File: src/rtl/morse_key_timer.sv
// Morse key front end: synchronizes and debounces a raw key, then classifies
// press/gap durations into single-cycle dot, dash, char_end and word_end pulses.
module morse_key_timer #(
  parameter int unsigned DEBOUNCE_CYCLES = 500000,
  parameter int unsigned DOT_MAX_CYCLES  = 10000000,
  parameter int unsigned CHAR_GAP_CYCLES = 20000000,
  parameter int unsigned WORD_GAP_CYCLES = 50000000,
  parameter int unsigned CNT_W           = 27
) (
  input  logic clk,
  input  logic rst,
  input  logic key_in,
  output logic dot,
  output logic dash,
  output logic char_end,
  output logic word_end,
  output logic key_db,
  output logic busy
);

  typedef enum logic [1:0] {
    IDLE,
    PRESS,
    GAP,
    WORD_WAIT
  } state_e;

  localparam logic [CNT_W-1:0] CNT_ONE  = CNT_W'(1);
  localparam logic [CNT_W-1:0] CNT_MAX  = '1;
  localparam logic [CNT_W-1:0] DB_LAST  = CNT_W'(DEBOUNCE_CYCLES - 1);
  localparam logic [CNT_W-1:0] DOT_MAX  = CNT_W'(DOT_MAX_CYCLES);
  localparam logic [CNT_W-1:0] CHAR_GAP = CNT_W'(CHAR_GAP_CYCLES);
  localparam logic [CNT_W-1:0] WORD_GAP = CNT_W'(WORD_GAP_CYCLES);

  logic             s1_q, key_s_q;
  logic             key_db_q, key_db_d;
  logic [CNT_W-1:0] db_cnt_q, db_cnt_d;
  state_e           state_q, state_d;
  logic [CNT_W-1:0] press_cnt_q, press_cnt_d;
  logic [CNT_W-1:0] gap_cnt_q, gap_cnt_d;
  logic [CNT_W-1:0] gap_inc;
  logic             dot_q, dot_d;
  logic             dash_q, dash_d;
  logic             char_end_q, char_end_d;
  logic             word_end_q, word_end_d;

  // Debounce: the level only flips after DEBOUNCE_CYCLES consecutive differing samples.
  // NOTE: every signal assigned in an always_comb gets a default first, so no path can infer a latch.
  always_comb begin
    db_cnt_d = db_cnt_q;
    key_db_d = key_db_q;
    if (key_s_q == key_db_q) begin
      db_cnt_d = '0;
    end else if (db_cnt_q == DB_LAST) begin
      key_db_d = ~key_db_q;
      db_cnt_d = '0;
    end else begin
      db_cnt_d = db_cnt_q + CNT_ONE;
    end
  end

  assign gap_inc = gap_cnt_q + CNT_ONE;

  // A rising key_db is checked before any gap threshold, so a re-press wins over a gap pulse.
  always_comb begin
    state_d     = state_q;
    press_cnt_d = press_cnt_q;
    gap_cnt_d   = gap_cnt_q;
    dot_d       = 1'b0;
    dash_d      = 1'b0;
    char_end_d  = 1'b0;
    word_end_d  = 1'b0;
    unique case (state_q)
      IDLE: begin
        if (key_db_q) begin
          state_d     = PRESS;
          press_cnt_d = CNT_ONE;
        end
      end
      PRESS: begin
        if (key_db_q) begin
          if (press_cnt_q != CNT_MAX) press_cnt_d = press_cnt_q + CNT_ONE;
        end else begin
          if (press_cnt_q <= DOT_MAX) dot_d = 1'b1;
          else                        dash_d = 1'b1;
          state_d   = GAP;
          gap_cnt_d = CNT_ONE;
        end
      end
      GAP: begin
        if (key_db_q) begin
          state_d     = PRESS;
          press_cnt_d = CNT_ONE;
        end else begin
          gap_cnt_d = gap_inc;
          if (gap_inc == CHAR_GAP) begin
            char_end_d = 1'b1;
            state_d    = WORD_WAIT;
          end
        end
      end
      WORD_WAIT: begin
        if (key_db_q) begin
          state_d     = PRESS;
          press_cnt_d = CNT_ONE;
        end else begin
          gap_cnt_d = gap_inc;
          if (gap_inc == WORD_GAP) begin
            word_end_d = 1'b1;
            state_d    = IDLE;
          end
        end
      end
      default: state_d = IDLE;
    endcase
  end

  // NOTE: state registers use non-blocking assignments so every flop samples pre-edge values.
  always_ff @(posedge clk) begin
    if (rst) begin
      s1_q        <= 1'b0;
      key_s_q     <= 1'b0;
      key_db_q    <= 1'b0;
      db_cnt_q    <= '0;
      state_q     <= IDLE;
      press_cnt_q <= '0;
      gap_cnt_q   <= '0;
      dot_q       <= 1'b0;
      dash_q      <= 1'b0;
      char_end_q  <= 1'b0;
      word_end_q  <= 1'b0;
    end else begin
      s1_q        <= key_in;
      key_s_q     <= s1_q;
      key_db_q    <= key_db_d;
      db_cnt_q    <= db_cnt_d;
      state_q     <= state_d;
      press_cnt_q <= press_cnt_d;
      gap_cnt_q   <= gap_cnt_d;
      dot_q       <= dot_d;
      dash_q      <= dash_d;
      char_end_q  <= char_end_d;
      word_end_q  <= word_end_d;
    end
  end

  assign dot      = dot_q;
  assign dash     = dash_q;
  assign char_end = char_end_q;
  assign word_end = word_end_q;
  assign key_db   = key_db_q;
  assign busy     = (state_q != IDLE);

endmodule
File: config.mk
export PLATFORM = sky130hd
export DESIGN_NAME = morse_key_timer
export DESIGN_NICKNAME = d
export VERILOG_FILES = /design/src/rtl/morse_key_timer.sv
export SDC_FILE = /design/constraint.sdc
export NUM_CORES = 1
export LEC_CHECK = 0
export CORE_AREA = 2 2 92 94
export DETAILED_ROUTE_END_ITERATION = 6
export DIE_AREA = 0 0 94 96
export HOLD_SLACK_MARGIN = 0.06
export PLACE_DENSITY = 0.78
export SLEW_MARGIN = 15
export SYNTH_ARGS = -nofsm -noshare
export SYNTH_HDL_FRONTEND = slang
export SYNTH_SLANG_ARGS = --single-unit
File: constraint.sdc
create_clock -name clk -period 3.04 [get_ports clk]
set_input_delay 0.608 -clock clk [delete_from_list [all_inputs] [get_ports clk]]
set_output_delay 0.608 -clock clk [all_outputs]
set_load 0.02 [all_outputs]
==> results of run 1 <==
-- worst max-delay path, delay by kind of cell, from the launching register on --
kind	cells	cell delay (ps)
and+or+nand+nor	6	1150
DFF	1	470
muxes	1	320
adders and majority gates	1	280
buffers and inverters	1	260
-- placed cells by master (no fill, tap or decap), types with 3 or more instances in the layout --
cell / Yosys / routed
and3_1: 12 / 12
nor3_1: 26 / 26
a211oi_1: 4 / 4
mux2i_1: 4 / 4
nand4_1: 15 / 15
clkbuf_8: 0 / 9
inv_6: 0 / 3
a21o_1: 6 / 6
a21oi_1: 17 / 17
nand2_1: 46 / 46
or3_1: 11 / 11
clkdlybuf4s50_1: 0 / 8
and4_1: 5 / 5
nand4_2: 3 / 3
mux2_2: 9 / 9
nor3b_1: 3 / 3
nor2_1: 102 / 102
a22oi_1: 23 / 23
nor4_1: 12 / 12
ha_1: 4 / 4
xor2_1: 32 / 32
nand3_1: 29 / 29
o21ai_0: 14 / 14
nor4_4: 3 / 3
nor4b_1: 3 / 3
inv_1: 10 / 10
dfxtp_1: 90 / 90
buf_4: 2 / 7
and2_1: 7 / 7
nor2b_1: 5 / 5
xnor2_1: 27 / 27
-- power by group through the flow --
stage          Clock, mW  Sequential (mW)  Combinational [mW]
5_1_grt            0.918             1.18              0.0272
3_5_place_dp           0             1.21              0.0248
2_1_floorplan          0             1.21              0.0156
6_report           0.848             1.18              0.0246
3_3_place_gp           0             1.21              0.0246
4_1_cts            0.875             1.18              0.0250
-- cell type report --
class / count / area, µm²
fill: 688 / 2840
sequential: 90 / 1800
clock buffer: 10 / 128
tap: 105 / 131
clock inverter: 6 / 72.6
timing repair buffer: 15 / 133
multi-input combinational: 463 / 2910
inverter: 11 / 41.3
-- flip-flops by register name (all words and copies together) (netlist names), 2 cells and up --
register / count
press_cnt_q: 27
state_q: 2
gap_cnt_q: 27
db_cnt_q: 27
-- per-stage QoR --
stage                     utilization [%]  instance area, µm²  instances  power (mW)
after global placement               62.3                5010        684        1.23
after floorplan                         -                4900        598        1.22
after detailed placement             62.3                5010        684        1.23
final                                64.8                5220        700        2.05
after CTS                            64.8                5220        700        2.08
after global routing                 64.8                5220        700        2.13
-- layer usage --
metal / track usage (%) / vias to the layer above / wire [µm]
li1: - / 2104 / -
met1: 31.8 / 1963 / 4910
met2: 40.1 / 70 / 4790
met3: 5.40 / 12 / 410
met4: 6.52 / 0 / 155
met5: 0 / - / 0
-- path summary, 6_finish.rpt --
| kind | startpoint | slack (ps) | end |
|---|---|---|---|
| max reg2reg | gap_cnt_q[0]$_SDFFE_PP0P_ | 490 | word_end$_SDFF_PP0_ |
| max | gap_cnt_q[0]$_SDFFE_PP0P_ | 490 | word_end$_SDFF_PP0_ |
| min reg2reg | s1_q$_SDFF_PP0_ | 470 | key_s_q$_SDFF_PP0_ |
| min | s1_q$_SDFF_PP0_ | 470 | key_s_q$_SDFF_PP0_ |
-- cells by family after synthesis --
logic type	Yosys count
and+or+nand+nor	302
xor gates and xnor gates	59
AOI/OAI and AO/OA	85
DFF	90
buffers and inverters	45
adders and majority gates	4
muxes	13
==> flow_metrics.tcl, run 1 <==
set metrics [dict create \
    power_density_nw_per_um2 394 \
    synthMostInstantiatedCell "nor2_1" \
    fp.coreArea_um2 8050 \
    async_flop_share_pct 0 \
    start_util_pct 60.9 \
    cts_resized 0 \
    period_minus_slack_ps 2550 \
    synthAdderAreaFrac_pct 1.02 \
    yosys.area_share.simple_pct 33.0 \
    cts_tree "done" \
    slew_headroom_pct 38.5 \
    fin_skew_ps 16.7 \
    yosys_warnings 0 \
    muxShareOfSynthArea_pct 2.88 \
    rows 33 \
    crit_chain "ha_1, nand3_1, buf_4, nor3_1, mux2i_1, nand4_1, nor3_1, and3_1, and3_1" \
    slowest_delay_ps 470 \
    power_frac_clock_pct 41.3 \
    synthesis.area_um2 4900 \
    critPathRequiredTime_ps 3350 \
    max_freq_ghz 0.392 \
    cts_hold_buf 0 \
    max_slew.worst_pin.slew_ps 920 \
    clk_pin_slew_ps 90 \
    final_nets 597 \
    die_area_um2 9020 \
    swShare_pct 23.0 \
    ir_worst_vdd_uv 303 \
    grt_max_degree 28 \
    hp-class "flip-flop to flip-flop" \
    drive_above_1_share_pct 9.41 \
    route.detailed.drc 0 \
    status "finished, final reports clean" \
    start_kind "flip-flop" \
    hold_ws_ps 471 \
    cts-buffers-inserted 9 \
    pwr-share-seq_pct 57.5 \
    grt_use_total_pct 24.1 \
    port_buffers 8 \
    path_class "flip-flop to flip-flop" \
    netlist_top_cells_area "dfxtp_1 37%, nor2_1 7.8%, xor2_1 5.7%" \
    io_pins 9 \
    synthXorXnorAreaFrac_pct 10.5 \
    clock-sinks 90 \
    critPathSlowestCell "dfxtp_1" \
    num_vias 4149 \
    synth_seq_area_share_pct 36.8 \
    avgRoutedWirePerCell_um 14.7 \
    synthFlopType "dfxtp_1" \
    cts_htree_levels 3 \
    die_w_um 94 \
    reg2reg_depth 9 \
    syn_avg_cell_area_um2 8.20 \
    gp_congestion 0.910 \
    p_leak_nw 1.84 \
    synth_top_area_share_pct 36.8 \
    final.setup.tns_ps 0 \
    clockRootBuffer "clkbuf_8" \
    ys_seq_elements 90 \
    clk_latency_ps 370 \
    drt_first_pass_iters 5 \
    ys_types 64 \
    drv_cap 0 \
    switchingPower_mw 0.473 \
    intPower_mw 1.58 \
    synth_nets 605 \
    synth_compound_area_share_pct 11.9 \
    end_kind "flip-flop" \
    postCtsSetupBuffers 0 \
    synth_top_family_by_area "simple AND/OR/NAND/NOR gates" \
    drt-initial-drc-count 185 \
    share_comb_of_total_power_pct 1.2 \
    final_antenna_net_count 0 \
    grt.overflow.total 0 \
    fin_crit_sh_pct 84.0 \
    grt_pass1_vias 3812 \
    setup_ws_ps 488 \
    hold_viol_final 0 \
    pre_cts_ws_ps 552 \
    areaGrowthSynthToFinish_pct 6.41 \
    yosysTopAreaCell "dfxtp_1" \
    synth_edf_count 0 \
    syn_inst 598 \
    totalWireLength_mm 10.3 \
    crit_arrival_ps 2860 \
    synth_commonest_cells "102 x nor2_1, 90 x dfxtp_1, 46 x nand2_1" \
    via_per_inst 5.93 \
    setup_viol 0 \
    die_y_um 96 \
    rsz0062_at_grt "no" \
    crit_fanout 9 \
    cts_max_path_buffers 2 \
    dp_hpwl_mm 7.34 \
    holdPathStages 1 \
    antenna_found_initial 0 \
    num_antenna_cells 0 \
    grt_pass1_wl_mm 17.6 \
    timing_max_transition_violations_final 0 \
]
Power figures use the tool's default switching activity.
==> run 2: changes to the inputs <==
Settings changed: CORE_AREA 2 2 92 94 to 2 2 97 99, DIE_AREA 0 0 94 96 to 0 0 99 101, PLACE_DENSITY 0.78 to 0.74.
Clock period 3.04 ns to 2.3 ns, I/O delays scaled along.
==> flow_metrics.tcl, run 2 (synthesized netlist as in run 1, its figures left out) <==
set metrics [dict create \
    via_per_inst 5.77 \
    hold_ws_ps 446 \
    end_kind "flip-flop" \
    totalWireLength_mm 10.9 \
    drt-initial-drc-count 157 \
    start_util_pct 54.6 \
    fin_skew_ps 20.2 \
    port_buffers 8 \
    hp-class "flip-flop to flip-flop" \
    dp_hpwl_mm 7.52 \
    areaGrowthSynthToFinish_pct 16.7 \
    start_kind "flip-flop" \
    crit_fanout 2 \
    rsz0062_at_grt "yes" \
    multi_input_area_um2 3050 \
    reg_top3 "db_cnt_q (27), gap_cnt_q (27), press_cnt_q (27)" \
    io_pins 9 \
    rows 35 \
    share_comb_of_total_power_pct 1.2 \
    grt_pass1_wl_mm 18.4 \
    fillers 728 \
    clk_latency_ps 360 \
    final_common_cell "nor2_1" \
    switchingPower_mw 0.647 \
    setup_viol 1 \
    drt_first_pass_iters 5 \
    die_w_um 99 \
    num_antenna_cells 0 \
    grt_max_degree 28 \
    crit_arrival_ps 2600 \
    p_leak_nw 2.10 \
    route.detailed.drc 0 \
    slew_headroom_pct 54.4 \
    cts_tree "done" \
    antenna_found_initial 0 \
    power_frac_clock_pct 40.1 \
    critPathRequiredTime_ps 2560 \
    stdcell_count 754 \
    clk_pin_slew_ps 100 \
    dp_cells 731 \
    timing_max_transition_violations_final 0 \
    die_y_um 101 \
    max_freq_ghz 0.427 \
    layout_common_cells "101 x nor2_1, 86 x dfxtp_1, 55 x buf_4, 45 x nand2_1, 31 x xor2_1" \
    cts_hold_buf 0 \
    setup_ws_ps -42.7 \
    cts_max_path_buffers 2 \
    final_nets 645 \
    max_slew.worst_pin.slew_ps 678 \
    die_area_um2 10000 \
    cts-buffers-inserted 9 \
    fp.coreArea_um2 8980 \
    power_density_nw_per_um2 465 \
    swShare_pct 24.3 \
    clockRootBuffer "clkbuf_8" \
    drive_above_1_share_pct 19.9 \
    gp_congestion 0.930 \
    seqCellArea_um2 1810 \
    pwr-share-seq_pct 58.6 \
    cts_htree_levels 3 \
    drv_cap 0 \
    grt_pass1_vias 4155 \
    num_vias 4352 \
    hold_viol_final 0 \
    path_class "flip-flop to flip-flop" \
    fin_crit_sh_pct 102 \
    violations "negative setup slack" \
    period_minus_slack_ps 2340 \
    avgRoutedWirePerCell_um 14.4 \
    clock-sinks 90 \
    status "complete, but fails checks" \
    grt.overflow.total 0 \
    ir_worst_vdd_uv 457 \
    post-route-util_pct 63.7 \
    final_antenna_net_count 0 \
    grt_use_total_pct 22.0 \
    intPower_mw 2.01 \
    p_total_mw 2.66 \
]
run 2: worst paths after layout:
path | from | endpoint | slack, ps | depth (start not counted)
max | press_cnt_q[1]$_SDFFE_PP0P_ | dash$_SDFF_PP0_ | -40 | 9
min | s1_q$_SDFF_PP0_ | key_s_q$_SDFF_PP0_ | 450 | 1
max reg2reg | press_cnt_q[1]$_SDFFE_PP0P_ | dash$_SDFF_PP0_ | -40 | 9
min reg2reg | s1_q$_SDFF_PP0_ | key_s_q$_SDFF_PP0_ | 450 | 1
run 2: per-stage QoR:
step / area (µm²) / setup TNS [ps] / setup WS (ps)
6_report: 5720 / -42.7 / -42.7
5_1_grt: 5720 / -337 / -165
4_1_cts: 5560 / -56.1 / -56.1
3_5_place_dp: 5330 / -47.1 / -47.1
3_3_place_gp: 5330 / -26.3 / -26.3
2_1_floorplan: 4900 / 0 / 124
run 2: repair_timing:
item | CTS | global route
gates cloned | 0 | 0
buffers inserted | 3 | 4
pin swaps | 2 | 6
resized for setup | 7 | 24
setup endpoints to repair | 2 | 30
run 2: layer usage:
metal / GRT usage [%] / vias to the layer above / share of wire [%]
li1: - / 2196 / -
met1: 28.2 / 2077 / 47
met2: 37.5 / 71 / 48
met3: 3.95 / 8 / 3.9
met4: 7.06 / 0 / 0.68
met5: 0 / - / 0
run 2: worst max-delay path: stages (launching register included):
cell and delay, ps:
dfxtp_2 350, inv_2 60, ha_4 120, or4b_4 450
o31a_1 250, o211a_1 230, o41ai_4 230, a21oi_1 120
o31a_1 270, o21ba_1 180
run 2: cell type report:
cell class | count | share of cell area [%]
Clock buffer | 10 | 2.41
Clock inverter | 6 | 0.940
Inverter | 11 | 0.722
Multi-Input combinational cell | 463 | 53.3
Sequential cell | 90 | 31.6
Tap cell | 111 | 2.43
Timing Repair Buffer | 63 | 8.62
run 2: power by group through the flow:
| stage | Sequential (mW) | Clock, mW | Combinational [mW] |
|---|---|---|---|
| finish | 1.56 | 1.07 | 0.0331 |
| global route | 1.56 | 1.16 | 0.0365 |
| global placement | 1.60 | 0 | 0.0333 |
| floorplan | 1.60 | 0 | 0.0206 |
| CTS | 1.56 | 1.09 | 0.0337 |
| detailed placement | 1.60 | 0 | 0.0336 |
